$ cat config.mk
export PLATFORM = sky130hd
export DESIGN_NAME = mem_port_arbiter_flat
export DESIGN_NICKNAME = d
export VERILOG_FILES = /design/src/rtl/cpu_mem_pkg.sv /design/src/rtl/mem_port_arbiter_if.sv /design/src/rtl/sat_counter.sv /design/src/rtl/mem_port_arbiter.sv /design/src/flat_wrapper.sv
export SDC_FILE = /design/constraint.sdc
export NUM_CORES = 1
export LEC_CHECK = 0
export BUFFER_PORTS_ARGS = -buffer_cell sky130_fd_sc_hd__buf_2
export CORE_MARGIN = 8
export CORE_UTILIZATION = 51
export CTS_BUF_LIST = sky130_fd_sc_hd__clkbuf_8
export DETAILED_ROUTE_END_ITERATION = 7
export GPL_TIMING_DRIVEN = 0
export PLACE_DENSITY = 0.87
export SYNTH_ARGS = -nofsm -noshare
export SYNTH_HDL_FRONTEND = slang
export SYNTH_SLANG_ARGS = --single-unit
$ cat constraint.sdc
create_clock -name clk -period 3.45 [get_ports clk]
set_input_delay 0.8625 -clock clk [delete_from_list [all_inputs] [get_ports clk]]
set_output_delay 0.8625 -clock clk [all_outputs]
set_load 0.02 [all_outputs]
$ cat src/rtl/cpu_mem_pkg.sv
// Shared widths, arbiter state encoding and the round-robin pick helper.
// Latency: none, this file holds declarations only; backpressure: n/a.
package cpu_mem_pkg;

  localparam int ADDR_W_DEF = 10;
  localparam int DATA_W_DEF = 16;

  typedef logic [1:0] arb_state_t;

  localparam arb_state_t ST_IDLE    = 2'd0;
  localparam arb_state_t ST_GNT_CPU = 2'd1;
  localparam arb_state_t ST_GNT_VGA = 2'd2;

  // A tie can only occur in IDLE, so last_vga alone decides the winner.
  function automatic arb_state_t rr_pick(input logic cpu_ok, input logic vga_ok,
                                         input logic last_vga);
    if (cpu_ok && vga_ok) return last_vga ? ST_GNT_CPU : ST_GNT_VGA;
    if (cpu_ok)           return ST_GNT_CPU;
    if (vga_ok)           return ST_GNT_VGA;
    return ST_IDLE;
  endfunction

endpackage

$ cat src/rtl/mem_port_arbiter_if.sv
// CPU, display-fetch and single-port RAM signals shared by the arbiter and its users.
// Latency: none, wiring only; backpressure: each req is held until the matching gnt.
interface mem_port_arbiter_if
  import cpu_mem_pkg::*;
#(
  parameter int ADDR_W = ADDR_W_DEF,
  parameter int DATA_W = DATA_W_DEF
) ();

  logic              cpu_req;
  logic              cpu_we;
  logic [ADDR_W-1:0] cpu_addr;
  logic [DATA_W-1:0] cpu_wdata;
  logic              cpu_gnt;
  logic              cpu_rvalid;
  logic [DATA_W-1:0] cpu_rdata;

  logic              vga_req;
  logic [ADDR_W-1:0] vga_addr;
  logic              vga_gnt;
  logic              vga_rvalid;
  logic [DATA_W-1:0] vga_rdata;

  logic              mem_we;
  logic [ADDR_W-1:0] mem_addr;
  logic [DATA_W-1:0] mem_wdata;
  logic [DATA_W-1:0] mem_rdata;

  // Requesters plus the RAM model.
  modport master (
    output cpu_req, cpu_we, cpu_addr, cpu_wdata, vga_req, vga_addr, mem_rdata,
    input  cpu_gnt, cpu_rvalid, cpu_rdata, vga_gnt, vga_rvalid, vga_rdata,
    input  mem_we, mem_addr, mem_wdata
  );

  // The arbiter.
  modport slave (
    input  cpu_req, cpu_we, cpu_addr, cpu_wdata, vga_req, vga_addr, mem_rdata,
    output cpu_gnt, cpu_rvalid, cpu_rdata, vga_gnt, vga_rvalid, vga_rdata,
    output mem_we, mem_addr, mem_wdata
  );

endinterface

$ cat src/rtl/sat_counter.sv
// Saturating up-counter, only compiled when MEM_ARB_STATS_EN is defined.
// Latency: count visible one cycle after inc; backpressure: none, sticks at all-ones.
`ifdef MEM_ARB_STATS_EN
module sat_counter #(
  parameter int W = 16
) (
  input  logic         clk,
  input  logic         reset,
  input  logic         inc,
  output logic [W-1:0] cnt
);

  always_ff @(posedge clk or negedge reset) begin
    if (!reset) begin
      cnt <= '0;
    end else if (inc && (cnt != {W{1'b1}})) begin
      cnt <= cnt + W'(1);
    end
  end

endmodule
`endif

$ cat src/rtl/mem_port_arbiter.sv
// Round-robin CPU/display arbiter for one single-port RAM; MEM_ARB_STATS_EN adds conflict_cnt.
// Latency: gnt and mem_* one cycle after req is sampled, rvalid one cycle later; backpressure: req held until gnt.
module mem_port_arbiter
  import cpu_mem_pkg::*;
#(
  parameter int ADDR_W = ADDR_W_DEF,
  parameter int DATA_W = DATA_W_DEF
) (
  input  logic                clk,
  input  logic                reset,
  mem_port_arbiter_if.slave   bus,
  output logic [15:0]         conflict_cnt
);

  arb_state_t        state_q;
  arb_state_t        state_d;
  logic              last_vga_q;
  logic              cpu_ok;
  logic              vga_ok;
  logic              mem_we_q;
  logic [ADDR_W-1:0] mem_addr_q;
  logic [DATA_W-1:0] mem_wdata_q;
  logic              cpu_rv_q;
  logic              vga_rv_q;
  logic [DATA_W-1:0] cpu_rd_q;
  logic [DATA_W-1:0] vga_rd_q;

  // A requester being served this cycle cannot win again until next cycle.
  assign cpu_ok  = bus.cpu_req && (state_q != ST_GNT_CPU);
  assign vga_ok  = bus.vga_req && (state_q != ST_GNT_VGA);
  assign state_d = rr_pick(cpu_ok, vga_ok, last_vga_q);

  always_ff @(posedge clk or negedge reset) begin
    if (!reset) begin
      state_q     <= ST_IDLE;
      last_vga_q  <= 1'b1;
      mem_we_q    <= 1'b0;
      mem_addr_q  <= '0;
      mem_wdata_q <= '0;
      cpu_rv_q    <= 1'b0;
      vga_rv_q    <= 1'b0;
      cpu_rd_q    <= '0;
      vga_rd_q    <= '0;
    end else begin
      state_q  <= state_d;
      mem_we_q <= 1'b0;
      cpu_rv_q <= (state_q == ST_GNT_CPU) && !mem_we_q;
      vga_rv_q <= (state_q == ST_GNT_VGA);
      if (cpu_rv_q) cpu_rd_q <= bus.mem_rdata;
      if (vga_rv_q) vga_rd_q <= bus.mem_rdata;
      // Capture the winner's request so it may change right after sampling.
      case (state_d)
        ST_GNT_CPU: begin
          last_vga_q  <= 1'b0;
          mem_we_q    <= bus.cpu_we;
          mem_addr_q  <= bus.cpu_addr;
          mem_wdata_q <= bus.cpu_wdata;
        end
        ST_GNT_VGA: begin
          last_vga_q <= 1'b1;
          mem_addr_q <= bus.vga_addr;
        end
        default: ;
      endcase
    end
  end

  assign bus.cpu_gnt    = (state_q == ST_GNT_CPU);
  assign bus.vga_gnt    = (state_q == ST_GNT_VGA);
  assign bus.mem_we     = mem_we_q;
  assign bus.mem_addr   = mem_addr_q;
  assign bus.mem_wdata  = mem_wdata_q;
  assign bus.cpu_rvalid = cpu_rv_q;
  assign bus.vga_rvalid = vga_rv_q;
  // RAM data arrives in the rvalid cycle; the register keeps it afterwards.
  assign bus.cpu_rdata  = cpu_rv_q ? bus.mem_rdata : cpu_rd_q;
  assign bus.vga_rdata  = vga_rv_q ? bus.mem_rdata : vga_rd_q;

`ifdef MEM_ARB_STATS_EN
  // Contention means both requesters asking in the same sampled cycle.
  sat_counter #(.W(16)) u_conflict_cnt (
    .clk   (clk),
    .reset (reset),
    .inc   (bus.cpu_req && bus.vga_req),
    .cnt   (conflict_cnt)
  );
`else
  assign conflict_cnt = '0;
`endif

endmodule
$ cat src/flat_wrapper.sv
// flat-port wrapper written by rule: the top's interface ports become plain ports
module mem_port_arbiter_flat import cpu_mem_pkg::*;
#(
  parameter int ADDR_W = ADDR_W_DEF,
  parameter int DATA_W = DATA_W_DEF
)
  (clk, reset, conflict_cnt, bus_cpu_req, bus_cpu_we, bus_cpu_addr, bus_cpu_wdata, bus_vga_req, bus_vga_addr, bus_mem_rdata, bus_cpu_gnt, bus_cpu_rvalid, bus_cpu_rdata, bus_vga_gnt, bus_vga_rvalid, bus_vga_rdata, bus_mem_we, bus_mem_addr, bus_mem_wdata);
  mem_port_arbiter_if #(.ADDR_W(ADDR_W), .DATA_W(DATA_W)) bus_i ();
  input  logic clk;
  input  logic reset;
  output logic [15:0] conflict_cnt;
  input wire logic [$bits(bus_i.cpu_req)-1:0] bus_cpu_req;
  input wire logic [$bits(bus_i.cpu_we)-1:0] bus_cpu_we;
  input wire logic [$bits(bus_i.cpu_addr)-1:0] bus_cpu_addr;
  input wire logic [$bits(bus_i.cpu_wdata)-1:0] bus_cpu_wdata;
  input wire logic [$bits(bus_i.vga_req)-1:0] bus_vga_req;
  input wire logic [$bits(bus_i.vga_addr)-1:0] bus_vga_addr;
  input wire logic [$bits(bus_i.mem_rdata)-1:0] bus_mem_rdata;
  output wire logic [$bits(bus_i.cpu_gnt)-1:0] bus_cpu_gnt;
  output wire logic [$bits(bus_i.cpu_rvalid)-1:0] bus_cpu_rvalid;
  output wire logic [$bits(bus_i.cpu_rdata)-1:0] bus_cpu_rdata;
  output wire logic [$bits(bus_i.vga_gnt)-1:0] bus_vga_gnt;
  output wire logic [$bits(bus_i.vga_rvalid)-1:0] bus_vga_rvalid;
  output wire logic [$bits(bus_i.vga_rdata)-1:0] bus_vga_rdata;
  output wire logic [$bits(bus_i.mem_we)-1:0] bus_mem_we;
  output wire logic [$bits(bus_i.mem_addr)-1:0] bus_mem_addr;
  output wire logic [$bits(bus_i.mem_wdata)-1:0] bus_mem_wdata;
  assign bus_i.cpu_req = bus_cpu_req;
  assign bus_i.cpu_we = bus_cpu_we;
  assign bus_i.cpu_addr = bus_cpu_addr;
  assign bus_i.cpu_wdata = bus_cpu_wdata;
  assign bus_i.vga_req = bus_vga_req;
  assign bus_i.vga_addr = bus_vga_addr;
  assign bus_i.mem_rdata = bus_mem_rdata;
  assign bus_cpu_gnt = bus_i.cpu_gnt;
  assign bus_cpu_rvalid = bus_i.cpu_rvalid;
  assign bus_cpu_rdata = bus_i.cpu_rdata;
  assign bus_vga_gnt = bus_i.vga_gnt;
  assign bus_vga_rvalid = bus_i.vga_rvalid;
  assign bus_vga_rdata = bus_i.vga_rdata;
  assign bus_mem_we = bus_i.mem_we;
  assign bus_mem_addr = bus_i.mem_addr;
  assign bus_mem_wdata = bus_i.mem_wdata;
  mem_port_arbiter #(.ADDR_W(ADDR_W), .DATA_W(DATA_W)) u_core (.clk(clk), .reset(reset), .bus(bus_i), .conflict_cnt(conflict_cnt));
endmodule
# Word-level counts from Yosys, hierarchy flattened
# Index checks and enable logic that the tools add are counted.
# word_totals
register_bits	64
latchBits	0
ram_bits	0
romBits	0
memories	0
# op_classes
n_addsub	0
multipliers	0
div_mod_pow	0
order_cmp	0
eq_ne	6
shifts	0
mux	18
bitwise	0
n_reduce_logical	6
# ops
op	count
$mux W16	2
$pmux W10 S2	1
$mux W2	7
$mux W1	7
$eq A2 B1 Y1 const B	2
$eq A2 B2 Y1 const B	2
$logic_and A1 B1 Y1	4
$ne A2 B1 Y1 const B	1
$ne A2 B2 Y1 const B	1
$pmux W1 S2	1
$reduce_bool A2 Y1	1
$logic_not A1 Y1	1

# Longest topological paths before layout
# depth
ltp_word	12
mapped_depth	7
ltp_nobuf	6

# Least setup slack after synthesis
# Ideal clock, no wire load.
# synth_timing
path_type	in2out
startpoint	input port bus_mem_rdata[0]
endpoint	output port bus_cpu_rdata[0]
arrival_ns	1.173
required_time_ns	2.588
setup_slack_ns	1.414
cell_stages	1
cell_sequence	mux2_2
# synth_between
elab_chain_cells	1
# synth_lines
item	line_no	rtl
start, declared	flat_wrapper.sv:18	input wire logic [$bits(bus_i.mem_rdata)-1:0] bus_mem_rdata;
$mux W16	n/a	
end, declared	flat_wrapper.sv:21	output wire logic [$bits(bus_i.cpu_rdata)-1:0] bus_cpu_rdata;
# Every way passes these cells.

# Worst setup path in the final report
# layout_timing
startpoint	register u_core.cpu_rv_q, in the netlist u_core.bus.cpu_rvalid
endpoint	output port bus_cpu_rdata[12]
# layout_between
elab_chain_cells	1
# layout_lines
item	line_no	rtl
start, declared	mem_port_arbiter.sv:23	logic cpu_rv_q;
start signal, assigned	mem_port_arbiter.sv:47	cpu_rv_q <= (state_q == ST_GNT_CPU) && !mem_we_q;
$mux W16	n/a	
# Every way passes these cells.

==> results.txt <==
The run finished with clean final reports. The clock latency reported for the late side of the worst-skew pair is about 330 ps. Including well taps, the total number of placed cells is 388. The floorplan core area came out at approximately 0.0054 mm^2.

The number of search-and-repair iterations in the first detailed-routing pass came out at 4. Along the worst path, the maximum fanout reaches 10. The worst setup path is of the flop to output port kind.

Setup repair after global routing left no endpoint under its margin. The mean instance size in the synthesized netlist is 15.28 um^2. CTS placed an instance of clkbuf_8 at the clock tree root. Counting flops and latches in the post-synthesis netlist gives 64. The die outline height came out at ~90 um.

Counting distinct cell types in the post-synthesis netlist gives 20. The number of gates resized after CTS came out at 0. The area growth from synthesis to layout is 32.97%.

The via count of the first global-routing pass came out at 2189. The initial detailed-routing violation count is 28. TritonCTS built the clock tree. The routed wire length is around 6.3 mm. Of the cells placed in the final design, the portion with a size suffix greater than 1 is 0.6284.

The area share of the largest cell type after synthesis came out at 0.5668. The portion of the post-synthesis area used by sequential elements came out at 0.5762. STA classifies the critical path startpoint as a flop. The areal power density over the cells came out at between 900 and 1000 mW/mm^2. The commonest cells after synthesis are 63 x dfrtp_1, 29 x mux2_4, 20 x mux2_2. The worst setup path is captured at an output port. Yosys instantiated no cell more often than dfrtp_1. The tightest min-delay check is of the flop to flop type. The last weighted congestion value of the routability-driven placer is around 0.7.

The sink count of the clock tree is 64. The max-slew violation count came to 0. The count of final hold-check violations came out at 0. The number of antenna-violating nets in the routed design is 0.

The antenna cell count came out at 0. The worst-case vdd ir drop came out at between 0.0005 and 0.0006 V. The setup-violating endpoint count in the final report came out at 0. The detailed placement HPWL came out at between 4 and 5 mm. The full die area is 0.008073 mm^2. The number of warnings printed during yosys synthesis came out at 0. Entering global routing, the biggest net connects 65 pins. The first global-routing pass estimated between 10 and 15 mm of wire. The sum of negative setup slack is 0 ps. The global routing met3 resource utilization came out at 0.09144.

The port buffer count is around 120. For this run, design rule violations remaining after detail routing come to 0. The total global routing overflow is 0. The number of top-level pins is between 100 and 150. The clock passes through at most 2 buffers.

For this run, the leading register cell type out of synthesis is dfrtp_1. The count of buffers added by post-CTS timing repair for setup came out at 0. The layer flagged by global routing as most heavily used is met2.

After detailed routing, the average wire length per cell comes to roughly 16 um. The headroom to the max-slew limit came out at 0.4912. The minimum clock period came out at roughly 2300 ps. The clock skew is between 9 and 10 ps. The number of nets at the end of the flow is just under 400.

The filler cell count in the final layout is roughly 400. The biggest area contributor in the post-synthesis netlist is dfrtp_1. Counting every instance in the synthesized netlist gives between 150 and 200. By area the synthesized netlist is led by dfrtp_1 57%, mux2_4 16%, mux2_2 8.1%. The async set-or-reset flop fraction in the synthesized netlist is 1.000. The synthesized design contains 0 enable-type register cells. The finished layout holds around 400 standard cells, fillers aside. The floorplan step set the die width to about 90 um. The max-capacitance violation count came out at 0.

The required arrival time at the worst endpoint is around 2600 ps. The all-layer global routing usage is 0.1602. The number of rows in the core area came out at 27. The total clock buffers created by CTS came out at 9. The via count of the routed design came out at between 1500 and 2000. The initial standard-cell utilization of the core came out at 0.5178. The maximum clock rate came out at around 430 MHz.

The post-synth design cell area is around 0.0028 mm^2. In this run the static leakage power is 1.933 nW. The met1 layer usage reported by global route is 0.1724. The final period utilization came out at 0.6768. The critical path arrival is 1470 ps. In this run, post-CTS hold repair placed 0 buffers.

For the pin with the worst max-slew slack, the measured transition is 763.3 ps. The met2 track utilization from global routing is 0.2601. The number of H-tree branching levels is 3. Clock-pin slew was measured on the worst setup and hold paths at about 60 ps. The number of antenna violations at the first check in global routing came to 0.

In the routed layout, each cell is associated on average with a via count of about 4.7.
[per-layer routing]
metal | wire, um | up-vias | share of wire
met3 | 665 | 5 | 0.11
met4 | 43 | 0 | 0.0068
li1 | - | 880 | -
met5 | 0 | - | 0
met1 | 2546 | 905 | 0.40
met2 | 3057 | 92 | 0.48
[layout make-up]
type	instances	area (um^2)	share of cell area
Timing Repair Buffer	119	598.1	0.1617
Inverter	1	3.754	0.001015
Clock inverter	4	21.27	0.005751
Multi-Input combinational cell	107	997.2	0.2696
Tap cell	72	90.09	0.02436
Clock buffer	11	151.4	0.04093
Sequential cell	64	1603	0.4334
Buffer	25	234.0	0.06326
[flip-flops by register name (all words and copies together) (netlist names)]
name	count
u_core.cpu_rd_q	16
u_core.bus.cpu_rvalid	1
u_core.bus.mem_wdata	16
u_core.bus.mem_we	1
u_core.last_vga_q	1
u_core.bus.mem_addr	10
u_core.state_q	2
u_core.vga_rd_q	16
u_core.bus.vga_rvalid	1
[stage by stage]
step	area (um^2)	total power (W)	setup WS (ps)	util	hold WS, ps
after CTS	3696	0.003531	1080	0.6881	415.8
final	3699	0.003480	1115	0.6886	415.1
after floorplan	2838	0.002413	1414	-	522.7
after global placement	3523	0.002904	1189	0.6560	411.6
after detailed placement	3523	0.002964	1182	0.6560	414.0
after global routing	3699	0.003694	1045	0.6886	438.6
[critical path, cell delays in order, from the launching register on]
cell	delay, ps
dfrtp_1	390
buf_6	150
buf_12	150
mux2_4	310
buf_2	160
[cell families after synthesis]
group           Yosys count  share of synthesized area
compound gates           16                    0.03059
fa+ha+maj                 2                   0.008995
buf+inv                  26                    0.08547
flops                    64                     0.5762
mux                      59                     0.2735
other cells               1                   0.001348
simple gates             14                    0.02384
[layout by cell type (no fill, tap or decap)]
cell type,count
buf_12,3
ha_1,2
mux2i_1,10
buf_4,17
mux2_4,29
o21a_1,2
a21oi_1,2
mux2_2,20
clkbuf_1,1
buf_2,119
and2_2,1
dfstp_2,1
nor2b_1,1
clkbuf_8,11
clkinv_2,2
clkinvlp_4,1
o21ai_0,12
inv_1,2
and2b_1,2
buf_6,4
nand2_1,10
conb_1,16
dfrtp_1,63
[where the power goes]
| group | switching, W | total (W) | internal [W] |
|---|---|---|---|
| clock | 0.000263 | 0.000554 | 0.000291 |
| sequential | 0.000139 | 0.00125 | 0.00111 |
| combinational | 0.000942 | 0.00168 | 0.000737 |
[final timing paths]
path / start / to / slack (ps) / depth (start not counted)
setup / recovery: u_core.bus.cpu_rvalid$_DFF_PN0_ / bus_cpu_rdata[12] / 1120 / 4
hold / removal: u_core.bus.mem_we$_DFF_PN0_ / u_core.bus.cpu_rvalid$_DFF_PN0_ / 420 / 1
min in group asynchronous: reset / u_core.cpu_rd_q[10]$_DFF_PN0_ / 620 / 1
max in group asynchronous: reset / u_core.bus.mem_wdata[6]$_DFFE_PN0N_ / 2340 / 1
hold reg to reg: u_core.bus.mem_we$_DFF_PN0_ / u_core.bus.cpu_rvalid$_DFF_PN0_ / 420 / 1
setup reg to reg: u_core.state_q[1]$_DFF_PN0_ / u_core.bus.mem_wdata[7]$_DFFE_PN0N_ / 1630 / 7
(Power assumes the default switching activity.)
